## config.mk

```make
export PLATFORM = sky130hd
export DESIGN_NAME = ram_port_arbiter
export DESIGN_NICKNAME = d
export VERILOG_FILES = /design/src/rtl/ram_port_arbiter.sv
export SDC_FILE = /design/constraint.sdc
export NUM_CORES = 1
export LEC_CHECK = 0
export BUFFER_PORTS_ARGS = -buffer_cell sky130_fd_sc_hd__clkbuf_2
export CAP_MARGIN = 20
export CORE_AREA = 2 2 65 67
export DETAILED_ROUTE_END_ITERATION = 8
export DIE_AREA = 0 0 67 69
export HOLD_SLACK_MARGIN = 0.02
export PLACE_DENSITY = 0.86
export RECOVER_POWER = 50
export SLEW_MARGIN = 20
export SYNTH_ARGS = -nofsm -noshare
export SYNTH_HDL_FRONTEND = slang
export SYNTH_SLANG_ARGS = --single-unit
```

## constraint.sdc

```tcl
create_clock -name clk -period 3.7 [get_ports clk]
set_clock_uncertainty 0.1 [all_clocks]
set_input_delay 0.185 -clock clk [delete_from_list [all_inputs] [get_ports clk]]
set_output_delay 0.185 -clock clk [all_outputs]
set_load 0.03 [all_outputs]
```

## src/rtl/ram_port_arbiter.sv

```systemverilog
// ram_port_arbiter: serialises a writer and a reader onto one single-port synchronous BRAM.
// Define RAM_ARB_ROUND_ROBIN_EN for alternating grants under contention; default is writer priority.
module ram_port_arbiter #(
    parameter int AW = 8,
    parameter int DW = 16
) (
    input  logic          clk,
    input  logic          reset,
    input  logic          wr_req_i,
    input  logic [AW-1:0] wr_addr_i,
    input  logic [DW-1:0] wr_data_i,
    output logic          wr_ack_o,
    input  logic          rd_req_i,
    input  logic [AW-1:0] rd_addr_i,
    output logic          rd_ack_o,
    output logic [DW-1:0] rd_data_o,
    output logic          rd_valid_o,
    output logic          ram_en_o,
    output logic          ram_we_o,
    output logic [AW-1:0] ram_addr_o,
    output logic [DW-1:0] ram_din_o,
    input  logic [DW-1:0] ram_dout_i
);
    typedef enum logic [1:0] {IDLE, WR, RD, RD_WAIT} state_t;
    state_t        state_q, state_d;
    logic [AW-1:0] addr_q, addr_d;
    logic [DW-1:0] din_q, din_d;
    logic [DW-1:0] rd_data_q, rd_data_d;
    logic          rd_valid_q, rd_valid_d;
    logic          grant_wr;
`ifdef RAM_ARB_ROUND_ROBIN_EN
    logic          last_wr_q, last_wr_d;
    assign grant_wr = wr_req_i && (!rd_req_i || !last_wr_q);
`else
    assign grant_wr = wr_req_i;
`endif
    always_ff @(posedge clk) begin
        if (reset) begin
            state_q    <= IDLE;
            addr_q     <= '0;
            din_q      <= '0;
            rd_data_q  <= '0;
            rd_valid_q <= 1'b0;
`ifdef RAM_ARB_ROUND_ROBIN_EN
            last_wr_q  <= 1'b0;
`endif
        end else begin
            state_q    <= state_d;
            addr_q     <= addr_d;
            din_q      <= din_d;
            rd_data_q  <= rd_data_d;
            rd_valid_q <= rd_valid_d;
`ifdef RAM_ARB_ROUND_ROBIN_EN
            last_wr_q  <= last_wr_d;
`endif
        end
    end
    always_comb begin
        state_d    = state_q;
        addr_d     = addr_q;
        din_d      = din_q;
        rd_data_d  = rd_data_q;
        rd_valid_d = 1'b0;
`ifdef RAM_ARB_ROUND_ROBIN_EN
        last_wr_d  = last_wr_q;
`endif
        case (state_q)
            IDLE: begin
                if (grant_wr) begin
                    state_d = WR;
                    addr_d  = wr_addr_i;
                    din_d   = wr_data_i;
                end else if (rd_req_i) begin
                    state_d = RD;
                    addr_d  = rd_addr_i;
                end
`ifdef RAM_ARB_ROUND_ROBIN_EN
                if (wr_req_i || rd_req_i) last_wr_d = grant_wr;
`endif
            end
            WR:      state_d = IDLE;
            RD:      state_d = RD_WAIT;
            default: begin
                state_d    = IDLE;
                rd_data_d  = ram_dout_i;
                rd_valid_d = 1'b1;
            end
        endcase
    end
    // RAM side and acks decode purely from registered state and operands
    assign ram_en_o   = state_q == WR || state_q == RD;
    assign ram_we_o   = state_q == WR;
    assign ram_addr_o = addr_q;
    assign ram_din_o  = din_q;
    assign wr_ack_o   = state_q == WR;
    assign rd_ack_o   = state_q == RD;
    assign rd_data_o  = rd_data_q;
    assign rd_valid_o = rd_valid_q;
endmodule
```

==> results.yml <==
critical_path:
  reg2regPathDepth: 3
  worst-path-buf-inv: 0
  rr_endpoint: "rd_data_o[15]$_SDFFE_PP0P_"
  cp_data_arrival_time_ns: 1.85
  critPathSlowestCell: "ha_1"
  reg2reg_slack_ns: 1.91
  worstSetupPathType: "reg2reg"
  cp_max_fo: 17
  cp-end-kind: "flip-flop"
  path_delay_family: "adder cells"
  timing.rr.start: "state_q[0]$_SDFFE_PP0P_"
  start_kind: "flip-flop"
  cp_data_required_time_ns: 3.75
  worstPathCellList: "ha_1 -> mux2i_1 -> nor2_1"
  max_stage_delay_ns: 0.80
synth:
  yosys_register_bits: 43
  ys_seq_area_share_pct: 50.5
  syn_inst: 178
  synth_area_um2: 1710
  syn_nets: 234
  syn-mean-instance-area_um2: 9.58
  ys_types: 22
  yosysWarnings: 0
sta:
  period_share_pct: 48.5
  whs_ns: 0.0275
  slew_viol_final: 0
  hold_viol: 0
  min_period_ns: 1.79
  relSlewSlack_pct: 37.0
  finalSetupViolations: 0
  setup_ws_ns: 1.91
  fmax_mhz: 558
  finalSetupTns_ns: 0
  tightest_slew_ns: 0.945
  grt_setup_unrepaired: "false"
floorplanning:
  ios: 97
  row_count: 23
  die_area_um2: 4620
  core_um2: 3910
  initial_core_util_pct: 43.6
  die_w_um: 67
  die_h_um: 69
global_route:
  antenna_found_initial: 0
  grt_max_degree: 44
  grt_pass1_wl_mm: 6.62
  first_global_vias: 1545
  grtUsageTotal_pct: 18.3
  grt_overflow: 0
job:
  maxCapViolations: 0
clocking:
  postCtsSetupBuffers: 0
  clk_latency_ns: 0.29
  cts_tree: "yes"
  numCtsBuffers: 5
  cts.clk_slew.worst_paths_ns: 0.08
  cts-root-buf: "clkbuf_8"
  clockBufferDepth: 2
  cts-htree-levels: 2
  cts_sinks: 43
finish:
  area_delta_synth_final_pct: 38.1
  n_fill_cell: 381
  final_area_um2: 2350
  fin_cells: 336
  drive_above_1_share_pct: 23.4
  nNetsFinal: 341
  antenna_cells: 0
placed_design:
  finalWeightedCongestion: 0.667
  placed_cell_area_um2: 2150
  place_ws_ns: 1.91
  io_buffers: 96
  dp_cells: 311
  hpwl_mm: 2.61
routing:
  wirelength_mm: 3.99
  drt_first_pass_iters: 4
  vias: 1563
  drc: 0
  via_per_inst: 4.65
  wl_per_cell_um: 11.9
  ant_nets: 0
  initialDrtViolationCount: 61
min_path:
  hold_depth: 3
  hold_start: "ram_dout_i[11]"
  hold_path_class: "in2reg"
  holdPathEnd: "rd_data_o[11]$_SDFFE_PP0P_"
power:
  powerDensity_nw_per_um2: 464
  p_leak_nw: 0.990
  ir_worst_vdd_uv: 214
outcome:
  status: "complete, no violations"
[worst max path at each step]
| stage | startpoint | endpoint | slack, ns | depth (start not counted) |
|---|---|---|---|---|
| 5_1_grt | state_q[0]$_SDFFE_PP0P_ | rd_data_o[13]$_SDFFE_PP0P_ | 1.76 | 3 |
| 4_1_cts | state_q[0]$_SDFFE_PP0P_ | rd_data_o[15]$_SDFFE_PP0P_ | 1.89 | 3 |
| 3_5_place_dp | state_q[0]$_SDFFE_PP0P_ | rd_data_o[15]$_SDFFE_PP0P_ | 1.91 | 3 |
| 6_report | state_q[0]$_SDFFE_PP0P_ | rd_data_o[15]$_SDFFE_PP0P_ | 1.91 | 3 |
| 2_1_floorplan | state_q[0]$_SDFFE_PP0P_ | ram_din_o[3]$_SDFFE_PP0P_ | 2.27 | 7 |
| 3_3_place_gp | state_q[0]$_SDFFE_PP0P_ | rd_data_o[3]$_SDFFE_PP0P_ | 1.98 | 3 |
[flip-flops by register name, indices dropped and copies added, names as in the netlist]
signal      cells
ram_addr_o      8
state_q         2
rd_data_o      16
rd_valid_o      1
ram_din_o      16
[timing repair]
action,4_1_cts,5_1_grt
hold buffers,17,0
endpoints found under the hold margin,17,0
gates resized for setup,0,0
[synth_stat cells]
cell	count	area share [%]
a21oi_2	1	0.51
nor2_1	26	5.7
a211oi_2	2	1.5
a311oi_1	1	0.51
mux2i_1	24	14
nand2_1	33	7.3
a211oi_1	6	2.6
nor2b_1	1	0.37
dfxtp_1	43	50
buf_6	3	2.0
a21oi_1	16	4.7
clkbuf_1	4	0.88
ha_1	4	2.9
buf_4	3	1.3
inv_1	3	0.66
buf_8	1	0.88
buf_2	2	0.59
nor4b_1	1	0.51
and2_1	1	0.37
nor2_2	1	0.37
a2111oi_2	1	0.88
o21a_4	1	0.88
[cell usage in the layout, fill, tap and decap left out, types with 5 or more instances in the layout]
| cell | n |
|---|---|
| a211oi_1 | 6 |
| a21oi_1 | 16 |
| clkbuf_1 | 43 |
| clkbuf_2 | 54 |
| clkbuf_8 | 5 |
| dfxtp_1 | 43 |
| dlygate4sd3_1 | 17 |
| mux2i_1 | 24 |
| nand2_1 | 33 |
| nor2_1 | 26 |
[cell type report]
type | count | area (um^2) | area share (%)
clock buffers | 6 | 72.6 | 3.08
clock inverters | 2 | 12.5 | 0.531
inverters | 3 | 11.3 | 0.478
multi-input cells | 119 | 737 | 31.3
flip-flops and latches | 43 | 861 | 36.6
well taps | 50 | 62.6 | 2.66
repair buffers | 113 | 598 | 25.4
[cell families (layout without fill, tap and decap cells)]
group / count (synthesis) / in the layout / synth area share [%]
and+or+nand+nor: 63 / 63 / 14.6
DFF: 43 / 43 / 50.5
AOI/OAI and AO/OA: 28 / 28 / 11.6
muxes: 24 / 24 / 14.1
buffers and inverters: 16 / 124 / 6.31
adders and majority gates: 4 / 4 / 2.93
[tightest hold or removal path: stages]
cell and delay (ns):
clkbuf_2 0.08, mux2i_1 0.05, nor2_1 0.07
[layer usage]
| metal | vias up | global-route usage, % | routed length [um] |
|---|---|---|---|
| li1 | 803 | - | - |
| met1 | 692 | 19.0 | 1640 |
| met2 | 59 | 33.1 | 1960 |
| met3 | 9 | 6.20 | 307 |
| met4 | 0 | 6.58 | 76 |
| met5 | - | 0 | 0 |
[per-stage QoR]
stage	power, W	util (%)
after floorplan	0.000744	-
after global placement	0.000808	55.0
after detailed placement	0.000816	55.0
after CTS	0.00111	61.5
after global routing	0.00115	60.2
final	0.00109	60.2
[where the power goes]
part	leakage, nW	total, W	internal (W)	switching, W
clock	0.0412	0.000283	0.000132	0.000151
combinational	0.597	0.000287	0.0000977	0.000189
sequential	0.352	0.000522	0.000501	0.0000207
(Power assumes the default switching activity.)
